==> config.mk <==
export PLATFORM = sky130hd
export DESIGN_NAME = gf180mcu_fd_sc_mcu9t5v0__drv_leg_ctrl_flat
export DESIGN_NICKNAME = d
export VERILOG_FILES = /design/src/rtl/gf180mcu_fd_sc_mcu9t5v0__drv_leg_ctrl_if.sv /design/src/rtl/gf180mcu_fd_sc_mcu9t5v0__drv_leg_ctrl.sv /design/src/flat_wrapper.sv
export SDC_FILE = /design/constraint.sdc
export NUM_CORES = 1
export LEC_CHECK = 0
export BUFFER_PORTS_ARGS = -buffer_cell sky130_fd_sc_hd__buf_2
export CAP_MARGIN = 25
export CORE_MARGIN = 8
export CORE_UTILIZATION = 55
export DETAILED_ROUTE_END_ITERATION = 8
export PLACE_DENSITY = 0.79
export SLEW_MARGIN = 30
export SYNTH_ARGS = -nofsm -noshare
export SYNTH_HDL_FRONTEND = slang
export SYNTH_SLANG_ARGS = --single-unit
==> constraint.sdc <==
create_clock -name CLK -period 3.3 [get_ports CLK]
set_clock_uncertainty 0.15 [all_clocks]
set_input_delay 0.33 -clock CLK [delete_from_list [all_inputs] [get_ports CLK]]
set_output_delay 0.33 -clock CLK [all_outputs]
set_load 0.005 [all_outputs]
==> src/rtl/gf180mcu_fd_sc_mcu9t5v0__drv_leg_ctrl_if.sv <==
// Request handshake between a level requester and the driver-leg controller.
interface gf180mcu_fd_sc_mcu9t5v0__drv_leg_ctrl_if;
    logic       REQ_VALID;
    logic [3:0] REQ_LVL;
    logic       REQ_READY;

    modport master (output REQ_VALID, output REQ_LVL, input REQ_READY);
    modport slave  (input REQ_VALID, input REQ_LVL, output REQ_READY);
endinterface

==> src/rtl/gf180mcu_fd_sc_mcu9t5v0__drv_leg_ctrl.sv <==
// Driver leg controller: ramps a registered thermometer enable toward a requested
// leg count, one leg per DWELL cycles, with synchronous emergency disable.
module gf180mcu_fd_sc_mcu9t5v0__drv_leg_ctrl #(
    parameter int unsigned NLEGS = 8,
    parameter int unsigned DWELL = 4
) (
    input  logic                                            CLK,
    input  logic                                            RN,
    gf180mcu_fd_sc_mcu9t5v0__drv_leg_ctrl_if.slave          req,
    input  logic                                            FORCE_OFF,
    output logic [NLEGS-1:0]                                LEG_EN,
    output logic [3:0]                                      CUR_LVL,
    output logic                                            BUSY,
    output logic                                            DONE
);

    localparam logic [3:0] LP_NLEGS    = 4'(NLEGS);
    localparam logic [7:0] LP_DWELL_M1 = 8'(DWELL - 1);

    typedef enum logic [1:0] {
        IDLE    = 2'd0,
        RAMP_UP = 2'd1,
        RAMP_DN = 2'd2
    } state_t;

    state_t           r_state;
    logic [7:0]       r_cnt;
    logic [3:0]       r_tgt;
    logic [3:0]       r_lvl;
    logic [NLEGS-1:0] r_leg_en;
    logic             r_done;

    logic             w_ready;
    logic             w_accept;
    logic [3:0]       w_clamped;
    logic             w_step;
    logic [3:0]       w_step_lvl;

    function automatic logic [NLEGS-1:0] therm(input logic [3:0] lvl);
        for (int unsigned i = 0; i < NLEGS; i++) begin
            therm[i] = (i < 32'(lvl));
        end
    endfunction

    assign w_ready    = (r_state == IDLE) && !FORCE_OFF;
    assign w_accept   = req.REQ_VALID && w_ready;
    assign w_clamped  = (req.REQ_LVL > LP_NLEGS) ? LP_NLEGS : req.REQ_LVL;
    assign w_step     = (r_state != IDLE) && (r_cnt == LP_DWELL_M1);
    assign w_step_lvl = (r_state == RAMP_UP) ? r_lvl + 4'd1 : r_lvl - 4'd1;

    always_ff @(posedge CLK or negedge RN) begin
        if (!RN) begin
            r_state  <= IDLE;
            r_cnt    <= '0;
            r_tgt    <= '0;
            r_lvl    <= '0;
            r_leg_en <= '0;
            r_done   <= 1'b0;
        end else begin
            r_done <= 1'b0;
            if (FORCE_OFF) begin
                r_state  <= IDLE;
                r_cnt    <= '0;
                r_tgt    <= '0;
                r_lvl    <= '0;
                r_leg_en <= '0;
            end else begin
                case (r_state)
                    IDLE: begin
                        if (w_accept) begin
                            r_tgt <= w_clamped;
                            r_cnt <= '0;
                            if (w_clamped > r_lvl)      r_state <= RAMP_UP;
                            else if (w_clamped < r_lvl) r_state <= RAMP_DN;
                            else                        r_done  <= 1'b1;
                        end
                    end
                    RAMP_UP, RAMP_DN: begin
                        if (w_step) begin
                            r_cnt    <= '0;
                            r_lvl    <= w_step_lvl;
                            r_leg_en <= therm(w_step_lvl);
                            // Final step returns to IDLE so READY rises alongside DONE.
                            if (w_step_lvl == r_tgt) begin
                                r_state <= IDLE;
                                r_done  <= 1'b1;
                            end
                        end else begin
                            r_cnt <= r_cnt + 8'd1;
                        end
                    end
                    default: r_state <= IDLE;
                endcase
            end
        end
    end

    assign req.REQ_READY = w_ready;
    assign LEG_EN        = r_leg_en;
    assign CUR_LVL       = r_lvl;
    assign BUSY          = (r_state != IDLE);
    assign DONE          = r_done;

endmodule

==> src/flat_wrapper.sv <==
// flat-port wrapper written by rule: the top's interface ports become plain ports
module gf180mcu_fd_sc_mcu9t5v0__drv_leg_ctrl_flat 
#(
    parameter int unsigned NLEGS = 8,
    parameter int unsigned DWELL = 4
)
  (CLK, RN, FORCE_OFF, LEG_EN, CUR_LVL, BUSY, DONE, req_REQ_VALID, req_REQ_LVL, req_REQ_READY);
  gf180mcu_fd_sc_mcu9t5v0__drv_leg_ctrl_if req_i ();
  input  logic CLK;
  input  logic RN;
  input  logic FORCE_OFF;
  output logic [NLEGS-1:0] LEG_EN;
  output logic [3:0] CUR_LVL;
  output logic BUSY;
  output logic DONE;
  input wire logic [$bits(req_i.REQ_VALID)-1:0] req_REQ_VALID;
  input wire logic [$bits(req_i.REQ_LVL)-1:0] req_REQ_LVL;
  output wire logic [$bits(req_i.REQ_READY)-1:0] req_REQ_READY;
  assign req_i.REQ_VALID = req_REQ_VALID;
  assign req_i.REQ_LVL = req_REQ_LVL;
  assign req_REQ_READY = req_i.REQ_READY;
  gf180mcu_fd_sc_mcu9t5v0__drv_leg_ctrl #(.NLEGS(NLEGS), .DWELL(DWELL)) u_core (.CLK(CLK), .RN(RN), .req(req_i), .FORCE_OFF(FORCE_OFF), .LEG_EN(LEG_EN), .CUR_LVL(CUR_LVL), .BUSY(BUSY), .DONE(DONE));
endmodule
==> results of run 1 <==
[power groups by stage]
stage          Sequential (mW)  Combinational, mW  Clock [mW]
6_report                 0.343              0.210       0.221
5_1_grt                  0.345              0.238       0.235
4_1_cts                  0.343              0.212       0.223
3_5_place_dp             0.350              0.211           0
3_3_place_gp             0.348              0.204           0
2_1_floorplan            0.347              0.161           0
[final cells by class]
type                       count  area (um^2)  share of cell area [%]
multi-input combinational    129          892                    49.8
sequential                    26          651                    36.3
timing repair buffer          23          120                    6.70
tap                           31         38.8                    2.16
inverter                      10         37.5                    2.09
clock inverter                 1         30.0                    1.68
clock buffer                   3         22.5                    1.26
[logic make-up (layout without fill, tap and decap cells)]
family	count (synthesis)	in the layout	share of synthesized area, %
simple gates	70	70	21.4
compound gates	31	31	13.3
flops	26	26	40.2
fa+ha+maj	13	13	10.5
xor+xnor	15	15	9.91
buf+inv	17	37	4.57
[stage by stage]
stage / total power, mW / util (%) / hold WS (ns)
finish: 0.774 / 64.4 / 0.121
global route: 0.819 / 64.4 / 0.113
CTS: 0.779 / 64.4 / 0.120
detailed placement: 0.560 / 62.2 / 0.210
global placement: 0.552 / 62.2 / 0.194
floorplan: 0.507 / - / -0.116
[tightest hold or removal path, stage by stage]
cell	delay, ns
buf_2	0.13
nand3_1	0.07
a21oi_1	0.06
[state kept, by name (all words and copies together), names as in the netlist]
name            flops
u_core.DONE         1
u_core.r_cnt        8
u_core.r_tgt        4
u_core.CUR_LVL      3
u_core.r_state      2
u_core.LEG_EN       8
[final timing paths]
kind                                    from           endpoint  slack [ns]
setup reg to reg           u_core.r_state[1]  u_core.r_state[0]        0.64
max in group asynchronous                 RN  u_core.r_state[1]        2.27
min in group asynchronous                 RN   u_core.LEG_EN[6]        0.36
setup / recovery           u_core.r_state[1]  u_core.r_state[0]        0.64
hold / removal                req_REQ_LVL[3]    u_core.r_tgt[3]        0.12
hold reg to reg              u_core.r_cnt[1]    u_core.r_cnt[1]        0.36
[routing by layer]
layer	vias to the layer above	GRT usage, %	share of wire, %
met4	0	5.80	1.6
met2	31	25.3	51
met1	613	16.1	43
met5	-	0	0
li1	643	-	-
met3	5	3.39	3.9
[placed cells by master (no fill, tap or decap), drive strengths merged, types with 4 or more instances in the layout]
cell and count:
nor2 20, nor2b 5, nand2 16, nand4 6
buf 22, ha 12, a21oi 9, nand3 5
xnor2 5, dfrtp 26, xor2 8, nor3 4
o211ai 4, and3 4, a211oi 5, inv 10
[repair_timing]
item,in CTS,in global routing
setup buffers,0,0
hold endpoints to repair,26,0
hold buffers,1,0
==> results by group, run 1 <==
Yosys
  • Post-synth top cells: dfrtp_1 (26), nor2_1 (20), nand2_1 (16), ha_1 (12), inv_1 (10)
  • Synth async-reset ratio: 100%
  • Synth Instances: 172
  • Seq cells post-synth: 26
  • Synth Flop Type: dfrtp_1
  • Sequential share of the synthesized area: between 40% and 50%
  • Yosys warns: 0
  • Largest cells by area after synthesis: dfrtp_1 (40%), ha_1 (9.3%), nor2_1 (4.6%)
  • Post-synth top area cell: dfrtp_1
  • Count leader, synth: dfrtp_1
  • Area of the mapped netlist: 1620 um^2
  • Syn avg cell area: 9.40 um^2
  • Top cell type's share of synthesized area: 40.2%
  • Syn nets: 193
  • Synth cell types: 38
  • Number of flops mapped to enable cells by yosys: 0

Timing
  • Fin. Hold Viols: 0
  • Crit path time final: approximately 2.7 ns
  • Slew headroom: about three fifths
  • Setup Viol. Count Final: 0
  • Final period util: 80.5%
  • Unrepaired setup endpoints after global routing: no
  • Setup_tns: 0 ns
  • Final WS setup: between 0.6 and 0.7 ns
  • F_max: roughly 380 MHz
  • Worst Max-Slew Pin Slew: a little under 0.6 ns
  • Final-report max-slew violation count: 0

Layout
  • Area grow syn2layout: 10.8%
  • Share of layout cells above drive strength 1: 15.6%
  • Non-filler instance count after layout: 223
  • Fill count: 232
  • N_diodes: 0
  • Final instance area: between 1500 and 2000 um^2
  • Nets@finish: ~210

Die
  • I/O pins: 23
  • Die height: 70.2 um
  • Core Region: 2780 um^2
  • Row count: 19
  • Horiz. Die Dim: ~70 um
  • Die area: 4930 um^2
  • Starting Density: 58.1%

Outcome
  • Status: finished clean

Route
  • Drt drc: 0
  • DR pass1 iterations: 4
  • Via count: 1292
  • Post-Route WL: 3350 um
  • Final ANT Viol Nets: 0
  • Via density: 5.79
  • WL/cell: 15.0 um
  • Initial drt markers: 63

Clock tree
  • Root Driver: clkbuf_4
  • Total CTS buffers: 3
  • Clk Latency, worst-skew pair: about 0.33 ns
  • Htree depth: 1
  • CTS clock-pin slew for the worst setup and hold paths: 0.14 ns
  • CTS tree: yes
  • Clock sink total: 26
  • Clock buffer depth: 2
  • Post-cts sizing count: 0

Worst setup path
  • Crit path required time: 3.38 ns
  • CP top delay family: adder cells
  • Slowest CP cell: xnor3_1
  • Crit path capture type: flop
  • Worst path max stage delay: 0.44 ns
  • WS Path Type: reg -> reg
  • Depth of the worst register-to-register path: 9
  • CP Buf/Inv Count: 2
  • Crit-path cells: inv_1 > ha_1 > inv_1 > ha_1 > xnor3_1 > nor3_2 > o211ai_2 > and2_4 > o22a_1
  • Maximum fanout along the worst path: 5
  • Worst path depth: 9
  • CP startpoint kind: flop
  • CP arrival: 2.74 ns

Power
  • Reg power frac: between 40% and 50%
  • Pwr/cell area: ~430 nW/um^2
  • Comb power frac: 27.1%
  • Clock Power Share: 28.5%
  • Lkg Pwr: 0.875 nW
  • Sw frac: 30.0%
  • Internal power: 0.542 mW
  • Sw Pwr: 0.232 mW
  • Peak supply drop: ~0.00030 V

Place
  • DP HPWL: 2710 um
  • Final GP Congestion: 0.803
  • Inst Count DP: around 220
  • Setup WS pre-CTS: 0.645 ns
  • Post-DP Area: 1730 um^2
  • PortBufs: 22

Hold path
  • Hold Path Depth: 3
  • Hold Path Class: in -> reg

Global route
  • GRT Resource Usage Total: 14.3%
  • Global-route wire length before repair: 5870 um
  • Largest net degree at the start of global routing: 27
  • Vias in the first global route: around 1300
  • Gr ovfl total: 0
  • Antenna violations before repair: 0

Flow run
  • Max Cap Viol: 0
Power figures use the tool's default switching activity.
==> run 2: changes to the inputs <==
--- a/config.mk
+++ b/config.mk
@@ -5,6 +5,7 @@
 export SDC_FILE = /design/constraint.sdc
 export NUM_CORES = 1
 export LEC_CHECK = 0
+export ABC_AREA = 1
 export BUFFER_PORTS_ARGS = -buffer_cell sky130_fd_sc_hd__buf_2
 export CAP_MARGIN = 25
 export CORE_MARGIN = 8
==> constraint.sdc (replaced) <==
create_clock -name CLK -period 2.5 [get_ports CLK]
set_clock_uncertainty 0.15 [all_clocks]
set_input_delay 0.25 -clock CLK [delete_from_list [all_inputs] [get_ports CLK]]
set_output_delay 0.25 -clock CLK [all_outputs]
set_load 0.005 [all_outputs]
==> results by group, run 2 <==
Outcome
  • Status: finished clean

Worst setup path
  • Slowest CP cell: dfrtp_1
  • FF-to-FF End: u_core.r_state[0]
  • R2r setup slk: 0.19 ns (-0.45 ns)
  • CP Buf/Inv Count: 2 (unchanged)
  • Maximum fanout along the worst path: 4 (-1)
  • CP arrival: 2.40 ns (-0.34 ns)
  • CP startpoint kind: flop
  • CP top delay family: simple AND/OR/NAND/NOR gates
  • Worst path max stage delay: 0.43 ns (about the same)
  • Most common cell on crit path: nand2_1
  • Crit path capture type: flop
  • Depth of the worst register-to-register path: 13 (+4)
  • Crit path required time: 2.59 ns (-0.79 ns)
  • Reg2reg start: u_core.r_state[1]
  • Crit-path cells: inv_1 > ha_1 > inv_1 > ha_1 > or2_2 > nand2_1 > nand2_1 > nand3_1 > nand3_1 > nand2_1 > nand2_1 > nand2_1 > nand2_1
  • WS Path Type: reg -> reg

Route
  • Initial drt markers: 67 (+6.3%)
  • WL/cell: 12.9 um (-14%)
  • Post-Route WL: 3580 um (+6.9%)
  • DR pass1 iterations: 4 (unchanged)
  • Via count: 1447 (+12%)
  • Via density: 5.21 (-10%)
  • Drt drc: 0 (unchanged)
  • Final ANT Viol Nets: 0 (unchanged)

Place
  • Post-DP Area: 1790 um^2 (+3.7%)
  • Final GP Congestion: 0.926 (+15%)
  • PortBufs: 22 (unchanged)
  • DP HPWL: 2820 um (+4.2%)
  • Inst Count DP: 273 (+25%)

Power
  • Pwr/cell area: 714 nW/um^2 (+65%)
  • Peak supply drop: 0.000395 V (+33%)
  • Lkg Pwr: 1.01 nW (+16%)

Die
  • Starting Density: 55.6% (-2.5 points)
  • Row count: 20 (+1)
  • Core Region: 2950 um^2 (+6.2%)
  • Die area: 4990 um^2 (+1.2%)
  • Horiz. Die Dim: 70.6 um (+0.59%)
  • Die height: 70.6 um (+0.59%)
  • I/O pins: 23 (unchanged)

Timing
  • Worst Max-Slew Pin Slew: 0.583 ns (-0.00993 ns)
  • Setup Viol. Count Final: 0 (unchanged)
  • F_max: 433 MHz (+15%)
  • Slew headroom: 61.1% (+0.66 points)
  • Fin. Hold Viols: 0 (unchanged)
  • Setup_tns: 0 ns (unchanged)
  • Crit path time final: 2.31 ns (-0.347 ns)
  • Final-report max-slew violation count: 0 (unchanged)
  • Hold Slack: 0.0394 ns (-0.0812 ns)
  • Unrepaired setup endpoints after global routing: no
  • Final period util: 92.4% (+12 points)

Yosys
  • Synth Instances: 218 (+27%)
  • Xor and xnor area share after synthesis: 1.60% (-8.3 points)
  • Seq cells post-synth: 26 (unchanged)
  • Sequential share of the synthesized area: 39.6% (-0.61 points)
  • Syn nets: 239 (+24%)
  • Number of flops mapped to enable cells by yosys: 0 (unchanged)
  • Yosys warns: 0 (unchanged)
  • Post-synth top area cell: dfrtp_1
  • Largest family of logic cells by synthesized area: simple AND/OR/NAND/NOR gates
  • Synth Flop Type: dfrtp_1
  • Area of the mapped netlist: 1640 um^2 (+1.5%)
  • Adder-cell share of the synthesized area: 10.4% (-0.16 points)
  • Synth Area in Simple Gates: 30.0% (+8.5 points)
  • Post-synth top cells: nand2_1 (64), inv_1 (31), dfrtp_1 (26), nor2_1 (21), nand3_1 (17)
  • Mux cell area share after synthesis: 0% (unchanged)
  • Largest cells by area after synthesis: dfrtp_1 (40%), nand2_1 (15%), ha_1 (9.1%)
  • Count leader, synth: nand2_1
  • Top cell type's share of synthesized area: 39.6% (-0.61 points)
  • Synth Area in Compound Gates: 10.2% (-3.1 points)
  • Synth cell types: 28 (-26%)
  • Synth async-reset ratio: 100% (unchanged)
  • Syn avg cell area: 7.53 um^2 (-20%)

Layout
  • Fill count: 256 (+10%)
  • Non-filler instance count after layout: 278 (+25%)
  • FF+latch area: 651 um^2 (unchanged)
  • Footprint of the multi-input gates: 856 um^2 (-4.1%)
  • Most frequent cells in the layout: nand2_1 (64), inv_1 (31), dfrtp_1 (26)
  • Nets@finish: 267 (+25%)
  • N_diodes: 0 (unchanged)
  • Util after Layout: 62.8% (-1.6 points)
  • Share of layout cells above drive strength 1: 15.9% (+0.29 points)
  • Most common cell after layout, fill and taps aside: nand2_1
  • Area grow syn2layout: 13.0%
  • Final instance area: 1860 um^2 (+3.6%)

Global route
  • Largest net degree at the start of global routing: 27 (unchanged)
  • Global-route wire length before repair: 6470 um (+10%)
  • GRT Resource Usage Total: 15.7% (+1.4 points)
  • Gr ovfl total: 0 (unchanged)
  • Antenna violations before repair: 0 (unchanged)
  • Vias in the first global route: 1495 (+12%)

Clock tree
  • Clk Latency, worst-skew pair: 0.33 ns (about the same)
  • Clock sink total: 26 (unchanged)
  • Clock buffer depth: 2 (unchanged)
  • Post-cts sizing count: 0 (unchanged)
  • CTS clock-pin slew for the worst setup and hold paths: 0.15 ns (about the same)
  • Root Driver: clkbuf_4
  • Htree depth: 1 (unchanged)
  • CTS tree: yes
  • Setup bufs post-CTS: 0 (unchanged)
  • Total CTS buffers: 3 (unchanged)

Hold path
  • Hold Path Class: in -> reg
  • Hold Path Depth: 3 (unchanged)
  • Hold endpoint: u_core.r_tgt[1]
  • Hold Path Origin: req_REQ_LVL[1]

Flow run
  • Max Cap Viol: 0 (unchanged)
-- run 2: cell count changes in the layout (fill, tap and decap cells not counted), sizes merged, moves of 5 or more --
cell,before,now
o21ai,3,10
a211oi,5,0
xor2,8,2
nand2,16,65
nand3,5,17
nor2b,5,0
inv,10,34
-- run 2: report_power, final --
part | switching [mW] | total (mW) | internal (mW)
clock | 0.131 | 0.293 | 0.162
sequential | 0.0387 | 0.511 | 0.473
combinational | 0.337 | 0.520 | 0.182
-- run 2: what timing repair did --
| action | in CTS | in global routing |
|---|---|---|
| hold buffers | 1 | 0 |
| setup endpoints to repair | 0 | 0 |
| endpoints found under the hold margin | 26 | 0 |
-- run 2: area by class of cell --
type | count | area share (%)
Tap cell | 33 | 2.23
Sequential cell | 26 | 35.1
Clock buffer | 3 | 1.21
Timing Repair Buffer | 24 | 6.88
Clock inverter | 1 | 1.62
Multi-Input combinational cell | 157 | 46.1
Inverter | 34 | 6.88
-- run 2: worst reg2reg max path, cell delays in order, from the launching register on --
cell,delay [ns]
dfrtp_1,0.43
inv_1,0.09
ha_1,0.22
inv_1,0.11
ha_1,0.31
or2_2,0.31
nand2_1,0.09
nand2_1,0.07
nand3_1,0.09
nand3_1,0.08
nand2_1,0.10
nand2_1,0.07
nand2_1,0.06
nand2_1,0.05
-- run 2: metal layers --
layer  track usage (%)  wire, um  vias to the layer above  share of wire, %
li1                  -         -                      753                 -
met1              19.1      1680                      658                47
met2              26.2      1670                       30                47
met3              4.24       188                        6               5.3
met4              5.08        33                        0              0.92
met5                 0         0                        -                 0
-- run 2: stage by stage --
step                      total power [mW]  worst slack (ns)
after global placement                1.03             0.282
after detailed placement              1.04             0.228
after CTS                             1.33             0.207
final                                 1.32             0.189
after floorplan                      0.894             0.403
after global routing                  1.44            0.0356
-- run 2: worst max-delay path by stage --
stage,from,end,slack [ns],cells past startpoint
CTS,u_core.r_state[1],u_core.r_state[0],0.21,13
finish,u_core.r_state[1],u_core.r_state[0],0.19,13
global route,u_core.r_state[1],u_core.r_state[0],0.04,13
detailed placement,u_core.r_state[1],u_core.LEG_EN[5],0.23,11
global placement,u_core.r_state[1],u_core.LEG_EN[5],0.28,11
floorplan,u_core.r_state[1],u_core.r_state[0],0.40,13
-- run 2: kinds of logic after synthesis --
family,after synthesis
adders and majority gates,13
buffers and inverters,35
DFF,26
AOI/OAI and AO/OA,26
and+or+nand+nor,115
xor gates and xnor gates,3
==> run 3: changes to the inputs <==
--- a/config.mk
+++ b/config.mk
@@ -11,7 +11,8 @@
 export CORE_MARGIN = 8
 export CORE_UTILIZATION = 55
 export DETAILED_ROUTE_END_ITERATION = 8
-export PLACE_DENSITY = 0.79
+export MAX_ROUTING_LAYER = met4
+export PLACE_DENSITY = 0.77
 export SLEW_MARGIN = 30
 export SYNTH_ARGS = -nofsm -noshare
 export SYNTH_HDL_FRONTEND = slang
==> results by group, run 3 (same netlist as run 2, synthesis figures left out) <==
Timing
  • F_max: 442 MHz (+2.0%)
  • Final period util: 90.6% (-1.9 points)
  • Final-report max-slew violation count: 0 (unchanged)
  • Slew headroom: 62.3% (+1.2 points)
  • Setup_tns: 0 ns (unchanged)
  • Crit path time final: 2.26 ns (-0.0463 ns)
  • Fin. Hold Viols: 0 (unchanged)
  • Setup Viol. Count Final: 0 (unchanged)
  • Worst Max-Slew Pin Slew: 0.565 ns (-0.0184 ns)
  • Unrepaired setup endpoints after global routing: no

Layout
  • Most common cell after layout, fill and taps aside: nand2_1
  • Nets@finish: 267 (unchanged)
  • Area grow syn2layout: 13.2%
  • Share of layout cells above drive strength 1: 16.3% (+0.41 points)
  • N_diodes: 0 (unchanged)
  • Most frequent cells in the layout: nand2_1 (64), inv_1 (31), dfrtp_1 (26)

Worst setup path
  • CP arrival: 2.34 ns (-0.06 ns)
  • Crit path capture type: flop
  • Most common cell on crit path: nand2_1
  • WS Path Type: reg -> reg
  • Maximum fanout along the worst path: 4 (unchanged)
  • Crit-path cells: inv_1 > ha_2 > inv_1 > ha_1 > or2_2 > nand2_1 > nand2_1 > nand3_1 > nand3_1 > nand2_1 > nand2_1 > nand2_1 > nand2_1
  • CP Buf/Inv Count: 2 (unchanged)
  • CP top delay family: simple AND/OR/NAND/NOR gates
  • Slowest CP cell: dfrtp_1
  • Crit path required time: 2.57 ns (-0.02 ns)
  • CP startpoint kind: flop
  • Worst path max stage delay: 0.42 ns (about the same)

Power
  • Sw frac: 38.0% (-0.31 points)
  • Overall Power: 1.32 mW (-0.30%)
  • Clock Power Share: 21.7% (-0.5 points)
  • Pwr/cell area: 711 nW/um^2 (-0.43%)
  • Lkg Pwr: 1.01 nW (-0.13%)
  • Peak supply drop: 0.000358 V (-9.4%)
  • Comb power frac: 39.7% (+0.5 points)
  • Reg power frac: 38.6% (about the same)
  • Internal power: 0.819 mW (+0.21%)
  • Sw Pwr: 0.502 mW (-1.1%)

Die
  • Core Region: 2950 um^2 (unchanged)
  • I/O pins: 23 (unchanged)
  • Die area: 4990 um^2 (unchanged)
  • Die height: 70.6 um (unchanged)
  • Row count: 20 (unchanged)
  • Starting Density: 55.6% (unchanged)
  • Horiz. Die Dim: 70.6 um (unchanged)

Global route
  • Antenna violations before repair: 0 (unchanged)
  • Global-route wire length before repair: 6160 um (-4.7%)
  • GRT Resource Usage Total: 15.4% (-0.28 points)
  • Vias in the first global route: 1405 (-6.0%)
  • Largest net degree at the start of global routing: 27 (unchanged)
  • Gr ovfl total: 0 (unchanged)

Outcome
  • Status: finished clean

Place
  • DP HPWL: 2830 um (+0.36%)
  • Final GP Congestion: 0.885 (-4.5%)
  • PortBufs: 22 (unchanged)

Clock tree
  • Htree depth: 1 (unchanged)
  • Clk Latency, worst-skew pair: 0.32 ns (about the same)
  • Clock buffer depth: 2 (unchanged)
  • CTS tree: yes
  • Total CTS buffers: 3 (unchanged)
  • CTS clock-pin slew for the worst setup and hold paths: 0.13 ns (-0.02 ns)
  • Clock sink total: 26 (unchanged)
  • Root Driver: clkbuf_4

Route
  • Initial drt markers: 86 (+28%)
  • Final ANT Viol Nets: 0 (unchanged)
  • Drt drc: 0 (unchanged)
  • Via density: 5.28 (+1.5%)
  • Post-Route WL: 3540 um (-0.98%)
  • Via count: 1469 (+1.5%)
  • DR pass1 iterations: 4 (unchanged)
  • WL/cell: 12.7 um (-0.98%)

Hold path
  • Hold Path Class: in -> reg

Flow run
  • Max Cap Viol: 0 (unchanged)
## run 3: cell counts in the layout (fill, tap and decap cells not counted)
No cell type changed its count.
## run 3: final cells by class
type	count	area [um^2]
Multi-Input combinational cell	157	858
Clock inverter	1	30.0
Fill cell	266	1090
Timing Repair Buffer	24	128
Clock buffer	3	22.5
Inverter	34	128
Sequential cell	26	651
Tap cell	33	41.3
## run 3: worst paths after layout
check / start / endpoint / slack, ns / depth (start not counted)
setup reg to reg: u_core.r_state[1] / u_core.r_state[0] / 0.24 / 13
max in group asynchronous: RN / u_core.LEG_EN[1] / 1.55 / 2
min in group asynchronous: RN / u_core.CUR_LVL[2] / 0.28 / 2
hold / removal: req_REQ_LVL[1] / u_core.r_tgt[1] / 0.06 / 3
hold reg to reg: u_core.LEG_EN[3] / u_core.LEG_EN[3] / 0.34 / 2
setup / recovery: u_core.r_state[1] / u_core.r_state[0] / 0.24 / 13
## run 3: power groups by stage
| stage | registers [mW] | logic (mW) | clock network, mW |
|---|---|---|---|
| floorplan | 0.513 | 0.380 | 0 |
| global placement | 0.517 | 0.513 | 0 |
| detailed placement | 0.517 | 0.523 | 0 |
| CTS | 0.509 | 0.527 | 0.290 |
| global route | 0.516 | 0.602 | 0.310 |
| finish | 0.510 | 0.524 | 0.287 |
## run 3: worst min-delay path, cell delays in order
cell and delay [ns]:
buf_2 0.10, nand2_1 0.07, o22ai_1 0.08
## run 3: what timing repair did
item / CTS / global route
resized for setup: 0 / 1
setup buffers: 0 / 0
hold buffers: 1 / 0
endpoints found under the setup margin: 0 / 1
hold endpoints to repair: 26 / 0
## run 3: routing by layer
metal	share of wire [%]	track usage [%]	vias to the layer above
li1	-	-	756
met1	48	19.6	675
met2	47	24.0	34
met3	4.3	3.53	4
met4	0.73	4.16	0
met5	0	-	-
## run 3: stage by stage
step	std cells	hold slack, ns	area, um^2	setup WS [ns]	util [%]
6_report	278	0.0613	1860	0.236	62.9
5_1_grt	278	0.0723	1860	0.0507	62.9
4_1_cts	278	0.0581	1860	0.201	62.8
3_5_place_dp	273	0.129	1790	0.218	60.7
3_3_place_gp	273	0.125	1790	0.285	60.7
2_1_floorplan	218	-0.196	1640	0.403	-
